===== src/rtl/spi_master_if.sv =====
// spi_master_if
//   Bundles the host-side handshake and the SPI pin signals of spi_master.
//   master modport: the initiator's view (drives rxData/busy/done and the SPI
//   outputs sclk/cs/mosi; reads start/txData/miso).
//   slave modport: the view of whatever surrounds it (host logic plus the
//   peripheral pins).
// Ports (signals)
//   start   request a transfer (honoured only while idle)
//   txData  word to send, latched when start is accepted
//   rxData  last received word, updated together with done
//   busy    transfer in progress
//   done    one-cycle end-of-transfer pulse
//   sclk    serial clock, idle low
//   cs      chip select, active low
//   mosi    serial data out
//   miso    serial data in
interface spi_master_if #(
    parameter int WIDTH = 8
);
    logic             start;
    logic [WIDTH-1:0] txData;
    logic [WIDTH-1:0] rxData;
    logic             busy;
    logic             done;
    logic             sclk;
    logic             cs;
    logic             mosi;
    logic             miso;

    modport master (
        input  start, txData, miso,
        output rxData, busy, done, sclk, cs, mosi
    );

    modport slave (
        output start, txData, miso,
        input  rxData, busy, done, sclk, cs, mosi
    );
endinterface


===== src/rtl/spi_master.sv =====
// spi_master
//   SPI initiator, mode 0 (sclk idle low, data sampled on sclk rise, changed
//   on sclk fall), MSB first. Accepts a parallel word with a start strobe,
//   shifts it out on mosi while capturing miso into a parallel word.
//   Frame: LEAD (cs low, first bit presented) then WIDTH x (HIGH, LOW); the
//   last LOW is the trailing phase. Every phase lasts CLKDIV clk cycles, so
//   cs stays low for (2*WIDTH+1)*CLKDIV cycles.
// Parameters
//   WIDTH   bits per transfer (>=2)
//   CLKDIV  clk cycles per sclk half-period (>=1)
// Ports
//   clk     system clock, all logic on posedge
//   reset   asynchronous, active-high reset
//   bus     spi_master_if.master: start/txData in, rxData/busy/done out,
//           sclk/cs/mosi out, miso in
module spi_master #(
    parameter int WIDTH  = 8,
    parameter int CLKDIV = 4
) (
    input  logic          clk,
    input  logic          reset,
    spi_master_if.master  bus
);
    localparam logic [1:0] IDLE = 2'd0;
    localparam logic [1:0] LEAD = 2'd1;
    localparam logic [1:0] HIGH = 2'd2;
    localparam logic [1:0] LOW  = 2'd3;

    localparam int PW = (CLKDIV > 1) ? $clog2(CLKDIV) : 1;
    localparam int BW = $clog2(WIDTH + 1);
    localparam logic [PW-1:0] PHASE_LAST = PW'(CLKDIV - 1);
    localparam logic [BW-1:0] BIT_ALL    = BW'(WIDTH);
    localparam logic [BW-1:0] BIT_PENULT = BW'(WIDTH - 1);

    logic [1:0]       stateReg;
    logic [PW-1:0]    phaseCnt;
    logic [BW-1:0]    bitCnt;
    logic [WIDTH-1:0] txShift;
    logic [WIDTH-1:0] rxShift;
    logic [WIDTH-1:0] rxDataReg;
    logic             doneReg;
    logic             sclkReg;
    logic             csReg;
    logic             mosiReg;
    logic             phaseEnd;

    assign phaseEnd = (phaseCnt == PHASE_LAST);

    always_ff @(posedge clk or posedge reset) begin
        if (reset) begin
            stateReg  <= IDLE;
            phaseCnt  <= '0;
            bitCnt    <= '0;
            txShift   <= '0;
            rxShift   <= '0;
            rxDataReg <= '0;
            doneReg   <= 1'b0;
            sclkReg   <= 1'b0;
            csReg     <= 1'b1;
            mosiReg   <= 1'b0;
        end else begin
            doneReg <= 1'b0;
            case (stateReg)
                IDLE: begin
                    if (bus.start) begin
                        txShift  <= bus.txData;
                        bitCnt   <= '0;
                        phaseCnt <= '0;
                        csReg    <= 1'b0;
                        mosiReg  <= bus.txData[WIDTH-1];
                        stateReg <= LEAD;
                    end
                end
                LEAD: begin
                    if (phaseEnd) begin
                        phaseCnt <= '0;
                        sclkReg  <= 1'b1;
                        rxShift  <= {rxShift[WIDTH-2:0], bus.miso};
                        stateReg <= HIGH;
                    end else begin
                        phaseCnt <= phaseCnt + 1'b1;
                    end
                end
                HIGH: begin
                    if (phaseEnd) begin
                        phaseCnt <= '0;
                        sclkReg  <= 1'b0;
                        txShift  <= {txShift[WIDTH-2:0], 1'b0};
                        bitCnt   <= bitCnt + 1'b1;
                        // After the final bit, mosi parks low for the trailing phase.
                        mosiReg  <= (bitCnt == BIT_PENULT) ? 1'b0 : txShift[WIDTH-2];
                        stateReg <= LOW;
                    end else begin
                        phaseCnt <= phaseCnt + 1'b1;
                    end
                end
                LOW: begin
                    if (phaseEnd) begin
                        phaseCnt <= '0;
                        if (bitCnt == BIT_ALL) begin
                            csReg     <= 1'b1;
                            rxDataReg <= rxShift;
                            doneReg   <= 1'b1;
                            stateReg  <= IDLE;
                        end else begin
                            sclkReg  <= 1'b1;
                            rxShift  <= {rxShift[WIDTH-2:0], bus.miso};
                            stateReg <= HIGH;
                        end
                    end else begin
                        phaseCnt <= phaseCnt + 1'b1;
                    end
                end
                default: stateReg <= IDLE;
            endcase
        end
    end

    // busy is decoded from state so it drops in the same cycle done rises.
    assign bus.busy   = (stateReg != IDLE);
    assign bus.done   = doneReg;
    assign bus.rxData = rxDataReg;
    assign bus.sclk   = sclkReg;
    assign bus.cs     = csReg;
    assign bus.mosi   = mosiReg;
endmodule


===== src/flat_wrapper.sv =====
// flat-port wrapper written by rule: the top's interface ports become plain ports
module spi_master_flat 
#(
    parameter int WIDTH  = 8,
    parameter int CLKDIV = 4
)
  (clk, reset, bus_start, bus_txData, bus_miso, bus_rxData, bus_busy, bus_done, bus_sclk, bus_cs, bus_mosi);
  spi_master_if #(.WIDTH(WIDTH)) bus_i ();
  input  logic clk;
  input  logic reset;
  input wire logic [$bits(bus_i.start)-1:0] bus_start;
  input wire logic [$bits(bus_i.txData)-1:0] bus_txData;
  input wire logic [$bits(bus_i.miso)-1:0] bus_miso;
  output wire logic [$bits(bus_i.rxData)-1:0] bus_rxData;
  output wire logic [$bits(bus_i.busy)-1:0] bus_busy;
  output wire logic [$bits(bus_i.done)-1:0] bus_done;
  output wire logic [$bits(bus_i.sclk)-1:0] bus_sclk;
  output wire logic [$bits(bus_i.cs)-1:0] bus_cs;
  output wire logic [$bits(bus_i.mosi)-1:0] bus_mosi;
  assign bus_i.start = bus_start;
  assign bus_i.txData = bus_txData;
  assign bus_i.miso = bus_miso;
  assign bus_rxData = bus_i.rxData;
  assign bus_busy = bus_i.busy;
  assign bus_done = bus_i.done;
  assign bus_sclk = bus_i.sclk;
  assign bus_cs = bus_i.cs;
  assign bus_mosi = bus_i.mosi;
  spi_master #(.WIDTH(WIDTH), .CLKDIV(CLKDIV)) u_core (.clk(clk), .reset(reset), .bus(bus_i));
endmodule

===== config.mk =====
export PLATFORM = sky130hd
export DESIGN_NAME = spi_master_flat
export DESIGN_NICKNAME = d
export VERILOG_FILES = /design/src/rtl/spi_master_if.sv /design/src/rtl/spi_master.sv /design/src/flat_wrapper.sv
export SDC_FILE = /design/constraint.sdc
export NUM_CORES = 1
export LEC_CHECK = 0
export BUFFER_PORTS_ARGS = -buffer_cell sky130_fd_sc_hd__buf_2
export CELL_PAD_IN_SITES_DETAIL_PLACEMENT = 0
export CELL_PAD_IN_SITES_GLOBAL_PLACEMENT = 1
export CORE_MARGIN = 1.5
export CORE_UTILIZATION = 45
export CTS_CLUSTER_DIAMETER = 50
export DETAILED_ROUTE_END_ITERATION = 8
export GPL_TIMING_DRIVEN = 0
export PLACE_DENSITY_LB_ADDON = 0.05
export SETUP_SLACK_MARGIN = 0.02
export SYNTH_ARGS = -nofsm -noshare
export SYNTH_HDL_FRONTEND = slang
export SYNTH_SLANG_ARGS = --single-unit

===== constraint.sdc =====
create_clock -name clk -period 4.9 [get_ports clk]
set_input_delay 0.98 -clock clk [delete_from_list [all_inputs] [get_ports clk]]
set_output_delay 0.98 -clock clk [all_outputs]
set_load 0.05 [all_outputs]

==> metrics.txt <==
syn_nets 149; status complete, no violations; Place WS 2660 ps; critical path class reg2out; total gr overflow 0; Worst Path Arrival 1420 ps; synthesized flop and latch total 35; die width 63.3 um; Detailed Route Iter0 Violations 64; final critical-path required period roughly 2400 ps; cts hold-fix bufs 0; CTS Buf Count 5; Crit Path Max Fanout 9; worst endpoint required time 3920 ps; combinational share of power 42.2%; HP Class reg2reg; Final setup viols 0; Setup TNS Final 0 ps; Layout Area Growth over Synthesis 17.3%; clock share of power about a fifth; Synth Warn # 0; met3 Track Usage GR about 3.9%; CP Capture Type primary output; met2 Use GR 27.8%; Gate Count Post-Synth 133; starting density of the core a little under half; Flop pwr share 37.2%; clk_skew ~12 ps; DRT Pass-1 Iters 4; Worst-Margin Slew 720 ps; row count 21; share of layout cells above drive strength 1 33.9%; Via density 5.33; Final ANT Viol Nets 0; GPL Wtd Cong 0.726; maximum number of pins on one net before global-route repair 36; TritonCTS clock tree done; Critical Path Start Type register; Pwr per Cell Area around 650 nW/um^2; diodes inserted 0; share of the synthesized area in the top cell type 51.9%; clk sinks 35; H-tree depth 2; Final Max Tran Viols 0; placed instance count around 200; Internal 777 uW; Net Sw Frac 38.2%; mapped cell area approximately 1600 sq um; fmax approximately 420 MHz; Psw 480 uW; Clock Path Buffers 2; I/O pin total 25; die area 4010 sq um; slew margin rel. 51.9%; fillcell total 304; Seq/Total Area, Yosys 53.6%; GRT busiest layer met2; # resized after CTS 0; met1 Use GR about 20%; Final Hold Viols 0; count of cell types in the netlist 35; most frequent cells in the layout dfrtp_1, buf_2, mux2_2, o21ai_0, mux2i_1; drt wl/cell 14.3 um; LEAKAGE 0.000938 uW; Post-CTS Setup Inserts 0; later-pin clock latency in the skew report approximately 340 ps; RSZ-0062 raised after global routing false; final WL 3.02 mm; commonest non-fill, non-tap cell in the layout dfrtp_1; Detailed Place HPWL 2.12 mm; Port-buffer cells 24; DIE HEIGHT 63.3 um; vias after detailed routing between 1000 and 1500; CORE AREA 3420 sq um; Finished Layout Cells 211; initial antenna violation count 0; worst vdd ir around 0.33 mV; Reg clk slew, reported paths 120 ps; setup ws final around 2500 ps; total track usage 16.5%; clk root buf clkbuf_4; Max Cap Viol 0; vias in the first global route 1122; drc violations 0; Final nets 180; Syn Area/Cell 12.3 sq um; first-pass GRT wire length 5.09 mm; top cells by area, synth dfrtp_1, mux2_2, mux2i_1, ha_1, o21ai_0; fin crit share between 40% and 50%; top cell type by total area after synthesis dfrtp_1
stage by stage:
stage | total power [uW] | hold slack [ps] | cell area, sq um | utilization (%)
floorplan | 889 | 459 | 1640 | -
global placement | 988 | 469 | 1820 | 53.2
detailed placement | 1010 | 472 | 1820 | 53.2
CTS | 1270 | 488 | 1920 | 56.2
global route | 1340 | 509 | 1920 | 56.2
finish | 1260 | 486 | 1920 | 56.2
power groups by stage:
stage | clock [uW] | sequential, uW | combinational [uW]
3_3_place_gp | 0 | 468 | 520
3_5_place_dp | 0 | 473 | 534
2_1_floorplan | 0 | 517 | 372
6_report | 259 | 467 | 531
4_1_cts | 264 | 467 | 537
5_1_grt | 276 | 483 | 582
cell usage after synthesis:
cell type / n
buf_2: 2
a21bo_1: 1
mux2i_1: 7
buf_6: 2
dfstp_2: 1
o21ai_0: 8
and3b_1: 2
mux2_1: 2
and2_1: 1
o21ai_1: 6
o21bai_1: 1
o22ai_1: 1
clkbuf_1: 3
or2_1: 1
nor2_4: 1
nand3b_1: 3
nand4_1: 1
nor2_1: 3
a41oi_4: 1
a21o_1: 1
mux2_2: 15
or4_1: 1
dfrtp_1: 34
inv_1: 6
a22o_1: 4
ha_1: 4
a21oi_1: 3
nand2b_1: 3
o31ai_1: 2
nand3_1: 3
nand2_1: 5
a311oi_1: 2
a221o_1: 1
mux2i_2: 1
nor2b_1: 1
final cells by class:
type                            instances  area, sq um  area share [%]
Multi-Input combinational cell         85          694            36.2
Buffer                                  7         43.8            2.28
Inverter                                6         22.5            1.17
Clock inverter                          3         67.6            3.52
Sequential cell                        35          877            45.7
Tap cell                               46         57.6            3.00
Timing Repair Buffer                   24          120            6.25
Clock buffer                            5         37.5            1.95
final timing paths:
check,from,end,slack (ps),depth (start not counted)
worst max register to register,u_core.phaseCnt[0],u_core.rxShift[1],2980,5
worst min-delay path,u_core.bus.cs,u_core.bus.cs,490,2
worst min register to register,u_core.bus.cs,u_core.bus.cs,490,2
max in group asynchronous,reset,u_core.bus.rxData[7],3690,2
worst max-delay path,u_core.stateReg[1],bus_busy,2500,4
min in group asynchronous,reset,u_core.phaseCnt[0],740,2
state kept, by name (all words and copies together) (netlist names):
signal             flops
u_core.bus.rxData      8
u_core.phaseCnt        2
u_core.bus.mosi        1
u_core.rxShift         8
u_core.bus.done        1
u_core.stateReg        2
u_core.txShift         7
u_core.bus.cs          1
u_core.bus.sclk        1
u_core.bitCnt          4
routing by layer:
layer / vias up / share of wire [%]
met4: 0 / 1.6
li1: 539 / -
met2: 19 / 50
met3: 5 / 3.6
met5: - / 0
met1: 562 / 45
critical path, cell delays in order, from the launching register on:
cell	delay, ps
dfrtp_1	390
buf_6	140
nor2_1	270
inv_1	70
buf_2	210
logic make-up (layout without fill, tap and decap cells):
kind of cell | after synthesis | in the layout | share of synthesized area (%)
flops | 35 | 35 | 53.6
mux | 25 | 25 | 16.8
buf+inv | 13 | 45 | 4.05
compound gates | 31 | 31 | 13.5
fa+ha+maj | 4 | 4 | 3.06
simple gates | 25 | 25 | 9.02
Power figures use the tool's default switching activity.
